===== src/rtl/uart_pkg.sv =====
// Shared UART definitions: frame states, bit-period helper and line idle level.
package uart_pkg;

    typedef enum logic [2:0] {
        ST_IDLE   = 3'd0,
        ST_START  = 3'd1,
        ST_DATA   = 3'd2,
        ST_PARITY = 3'd3,
        ST_STOP   = 3'd4
    } uart_state_e;

    localparam logic UART_IDLE = 1'b1;

    // Clock cycles per bit, rounded to nearest.
    function automatic int unsigned uart_div(input int unsigned clk_freq,
                                             input int unsigned baud);
        return (clk_freq + baud / 2) / baud;
    endfunction

endpackage


===== src/rtl/uart_baud_gen.sv =====
// Bit-period counter: one-cycle registered tick every DIV cycles, synchronous clear.
module uart_baud_gen #(
    parameter int unsigned DIV = 10
) (
    input  logic clock,
    input  logic reset,
    input  logic clear,
    output logic tick
);

    localparam int unsigned   CW   = (DIV > 1) ? $clog2(DIV) : 1;
    localparam logic [CW-1:0] LAST = CW'(DIV - 1);

    logic [CW-1:0] cnt_q, cnt_d;
    logic          tick_q;

    always_comb begin
        cnt_d = cnt_q + CW'(1);
        if (clear || (cnt_q == LAST)) begin
            cnt_d = '0;
        end
    end

    // Tick is registered so it is high exactly while the count sits at DIV-1.
    always_ff @(posedge clock) begin
        if (reset) begin
            cnt_q  <= '0;
            tick_q <= 1'b0;
        end else begin
            cnt_q  <= cnt_d;
            tick_q <= (cnt_d == LAST);
        end
    end

    assign tick = tick_q;

endmodule


===== src/rtl/fifo_uart_tx.sv =====
// Drains a byte FIFO into 8N1 UART frames; define FIFO_UART_TX_PARITY_EN for 8E1.
module fifo_uart_tx
    import uart_pkg::*;
#(
    parameter int unsigned CLK_FREQ   = 27_000_000,
    parameter int unsigned BAUD       = 115200,
    parameter int unsigned DATA_WIDTH = 8
) (
    input  logic                  clock,
    input  logic                  reset,
    input  logic                  fifo_empty,
    input  logic [DATA_WIDTH-1:0] fifo_data,
    output logic                  fifo_read_en,
    output logic                  tx,
    output logic                  busy
);

    localparam int unsigned   DIV      = uart_div(CLK_FREQ, BAUD);
    localparam int unsigned   IW       = (DATA_WIDTH > 1) ? $clog2(DATA_WIDTH) : 1;
    localparam logic [IW-1:0] LAST_BIT = IW'(DATA_WIDTH - 1);

    if (DIV < 2) begin : g_div_check
        $error("fifo_uart_tx: bit period DIV=%0d is below 2", DIV);
    end

    uart_state_e           state_q, state_d;
    logic [DATA_WIDTH-1:0] shift_q, shift_d;
    logic [IW-1:0]         idx_q, idx_d, idx_inc;
    logic                  tx_q, tx_d;
    logic                  rd_q, rd_d;
    logic                  busy_q, busy_d;
    logic                  baud_clear;
    logic                  tick;

    // Counter is held cleared in IDLE so every frame starts on a fresh bit period.
    assign baud_clear = (state_q == ST_IDLE);

    uart_baud_gen #(
        .DIV (DIV)
    ) u_baud (
        .clock (clock),
        .reset (reset),
        .clear (baud_clear),
        .tick  (tick)
    );

    assign idx_inc = idx_q + IW'(1);

    always_comb begin
        state_d = state_q;
        shift_d = shift_q;
        idx_d   = idx_q;
        tx_d    = tx_q;
        rd_d    = 1'b0;
        case (state_q)
            ST_IDLE: begin
                tx_d = UART_IDLE;
                // Data latched on the same edge that raises read_en, before the FIFO advances.
                if (!fifo_empty) begin
                    shift_d = fifo_data;
                    rd_d    = 1'b1;
                    tx_d    = 1'b0;
                    state_d = ST_START;
                end
            end
            ST_START: begin
                if (tick) begin
                    idx_d   = '0;
                    tx_d    = shift_q[0];
                    state_d = ST_DATA;
                end
            end
            ST_DATA: begin
                if (tick) begin
                    if (idx_q == LAST_BIT) begin
`ifdef FIFO_UART_TX_PARITY_EN
                        tx_d    = ^shift_q;
                        state_d = ST_PARITY;
`else
                        tx_d    = UART_IDLE;
                        state_d = ST_STOP;
`endif
                    end else begin
                        idx_d = idx_inc;
                        tx_d  = shift_q[idx_inc];
                    end
                end
            end
`ifdef FIFO_UART_TX_PARITY_EN
            ST_PARITY: begin
                if (tick) begin
                    tx_d    = UART_IDLE;
                    state_d = ST_STOP;
                end
            end
`endif
            ST_STOP: begin
                if (tick) begin
                    tx_d    = UART_IDLE;
                    state_d = ST_IDLE;
                end
            end
            default: begin
                tx_d    = UART_IDLE;
                state_d = ST_IDLE;
            end
        endcase
        busy_d = (state_d != ST_IDLE);
    end

    always_ff @(posedge clock) begin
        if (reset) begin
            state_q <= ST_IDLE;
            shift_q <= '0;
            idx_q   <= '0;
            tx_q    <= UART_IDLE;
            rd_q    <= 1'b0;
            busy_q  <= 1'b0;
        end else begin
            state_q <= state_d;
            shift_q <= shift_d;
            idx_q   <= idx_d;
            tx_q    <= tx_d;
            rd_q    <= rd_d;
            busy_q  <= busy_d;
        end
    end

    assign fifo_read_en = rd_q;
    assign tx           = tx_q;
    assign busy         = busy_q;

endmodule


===== config.mk =====
export PLATFORM = sky130hd
export DESIGN_NAME = fifo_uart_tx
export DESIGN_NICKNAME = d
export VERILOG_FILES = /design/src/rtl/uart_pkg.sv /design/src/rtl/uart_baud_gen.sv /design/src/rtl/fifo_uart_tx.sv
export SDC_FILE = /design/constraint.sdc
export NUM_CORES = 1
export LEC_CHECK = 0
export CAP_MARGIN = 40
export CORE_MARGIN = 10
export CORE_UTILIZATION = 45
export CTS_BUF_LIST = sky130_fd_sc_hd__clkbuf_16
export DETAILED_ROUTE_END_ITERATION = 8
export GPL_TIMING_DRIVEN = 0
export PLACE_DENSITY_LB_ADDON = 0.15
export SYNTH_ARGS = -nofsm -noshare
export SYNTH_HDL_FRONTEND = slang
export SYNTH_SLANG_ARGS = --single-unit

===== constraint.sdc =====
create_clock -name clock -period 1.8 [get_ports clock]
set_input_delay 0.27 -clock clock [delete_from_list [all_inputs] [get_ports clock]]
set_output_delay 0.27 -clock clock [all_outputs]
set_load 0.02 [all_outputs]

==> metrics <==
outcome finished clean; cell count after synthesis 124; largest net degree at the start of global routing 14; # hold bufs at CTS 0; Max H-tree Level 1; Fmax achieved 604 MHz; reg2reg setup slack approximately 0.14 ns; startpoint of the worst hold path shift_q[2]$_SDFFE_PP0P_; area grow syn2layout 20.6%; Clock Path Buffers 2; Yosys reg bits 26; post-route ant nets 0; Critical Path Start Type register; Pwr Density 834 nW/um^2; Slew Limit Fails 0; number of flops mapped to enable cells by yosys 0; first-pass GRT wire length 4.04 mm; clock insertion delay at the later pin of the skew report between 0.2 and 0.3 ns; Die W 71.6 microns; routed wire length on met2 roughly 1.1 mm; Max Cap Viol 0; r2r worst-path depth 5; DRT iter0 DRCs 60; endpoints failing hold 0; Worst VDD drop 0.000593 V; postcts setup bufs 0; Post-DP HPWL 1.73 mm; total routed wirelength 2.37 mm; hold worst-path end shift_q[2]$_SDFFE_PP0P_; Final Non-Filler Cells 170; port buffer count 13; initial antenna violation count 0; Routability Congestion ~0.83; leakage 0.537 nW; Final period util 91.9%; slew margin rel. between 70 and 80%; CP max FO 5; top_reg_cell synth dfxtp_1; Synth warnings 0; post-route minimum period 1.66 ns; critical path endpoint category register; setup TNS 0 ns; placed cells 167; Total GRT Usage 9.57%; CTS Buf Count 3; syn_nets 139; clk slew on worst S/H paths 0.06 ns; kind of critical path register to register; fillcell total between 200 and 250; nets 157; Yosys cell types 38; n_diodes 0; syn avg cell area around 9.7 sq um; Root Driver clkbuf_16; post_cts resized 0; clock sinks 26; RR Endpoint tx$_SDFFE_PP1P_; number of global-route vias before repair 917; Core Area 2500 sq um; measured slew at the worst slew-check pin 0.431 ns; TritonCTS clock tree done; top sig layer met4; Vias approximately 940; Site Rows 18; Async SR Flop Fraction 0%; TritonRoute pass-1 iters 4; required time of the critical path about 2.0 ns; die area 5130 sq um; gr ovfl total 0; part of the Yosys area used for sequential elements between 40% and 50%; Met1 Wirelength 1.10 mm; critical path arrival 1.81 ns; die height 71.6 microns; share of layout cells above drive strength 1 roughly 11%; WL met3 102 microns; initial core utilization 47.9%; DR DRC count 0; Vias/cell 5.54; Hold Crit Class register to register; Critical R2R Launch idx_q[0]$_SDFFE_PP0P_; Avg WL per Cell 13.9 microns; unrepaired setup endpoints after global routing no; Setup violations, final 0; num ports 14; worst hold path stage count 2; Layout Skew 0.00208 ns; synthesized cell area 1200 sq um
cell usage after synthesis (2+ instances only):
cell       n  area (sq um)
nor2_1    20          75.1
nor3b_1    2          15.0
nand2b_1   2          12.5
mux2_2     2          22.5
xnor2_1    3          26.3
or3_1      2          12.5
nor3_1     7          35.0
nand3_1    3          15.0
o21ai_0    2          10.0
a21oi_1    2          10.0
a22oi_1    2          15.0
xor2_1     3          26.3
buf_4      2          15.0
and3_1     3          18.8
nand2_1    5          18.8
nor2b_1    4          25.0
o211ai_1   2          15.0
o21a_1     2          15.0
ha_1       4          50.1
dfxtp_1   26           521
mux2i_1    9          90.1
registers in the layout, summed over array words and instances (netlist names):
name / cells
tx: 1
u_baud.tick: 1
busy: 1
idx_q: 3
fifo_read_en: 1
u_baud.cnt_q: 8
shift_q: 8
state_q: 3
critical path, cell delays in order (launching register included):
cell	delay, ns
dfxtp_2	0.34
ha_2	0.37
mux4_2	0.50
nor2_1	0.11
nor3_1	0.07
o21a_1	0.16
through the flow:
step / setup slack (ns) / util [%] / hold WS (ns) / instance area (sq um) / total power, mW
after floorplan: 0.214 / - / 0.342 / 1200 / 0.682
after global placement: 0.105 / 54.7 / 0.470 / 1370 / 0.727
after detailed placement: 0.0960 / 54.7 / 0.490 / 1370 / 0.729
after CTS: 0.0825 / 57.7 / 0.505 / 1440 / 1.22
after global routing: 0.0648 / 57.8 / 0.545 / 1450 / 1.25
final: 0.145 / 57.8 / 0.499 / 1450 / 1.21
where the power goes:
| part | switching [mW] | internal [mW] |
|---|---|---|
| Sequential | 0.0120 | 0.595 |
| Clock | 0.195 | 0.295 |
| Combinational | 0.0485 | 0.0606 |
| Total | 0.255 | 0.950 |
area by class of cell:
class,instances,area [sq um],share of cell area (%)
Sequential cell,26,522,36.1
Inverter,1,3.75,0.260
Timing Repair Buffer,13,130,9.00
Buffer,4,30.0,2.08
Multi-Input combinational cell,93,647,44.8
Tap cell,30,37.5,2.60
Clock buffer,3,75.1,5.19
cell families after synthesis:
group	count (synthesis)	synth area share (%)
compound gates	16	9.08
buf+inv	5	2.82
simple gates	55	24.8
xor+xnor	6	4.38
flops	26	43.4
mux	12	11.3
fa+ha+maj	4	4.18
how the worst max path moves through the flow:
stage                           end  slack, ns  cells after the start             startpoint
finish              tx$_SDFFE_PP1P_       0.14                      5  idx_q[0]$_SDFFE_PP0P_
global route        tx$_SDFFE_PP1P_       0.06                      5  idx_q[0]$_SDFFE_PP0P_
CTS                 tx$_SDFFE_PP1P_       0.08                      5  idx_q[0]$_SDFFE_PP0P_
detailed placement  tx$_SDFFE_PP1P_        0.1                      5  idx_q[0]$_SDFFE_PP0P_
global placement    tx$_SDFFE_PP1P_       0.10                      5  idx_q[0]$_SDFFE_PP0P_
floorplan           tx$_SDFFE_PP1P_       0.21                      5  idx_q[0]$_SDFFE_PP0P_
placed cells by master (no fill, tap or decap), types with 3 or more instances in the layout:
cell type,count
and3_1,3
clkbuf_16,3
clkdlybuf4s50_1,13
dfxtp_1,25
ha_1,3
mux2i_1,9
nand2_1,5
nand3_1,3
nor2_1,20
nor2b_1,4
nor3_1,7
xnor2_1,3
xor2_1,3
layer usage:
metal,track usage (%),vias up
met5,0,-
met4,5.59,0
met3,2.48,5
met2,15.2,21
met1,11.3,444
li1,-,472
Power figures use the tool's default switching activity.
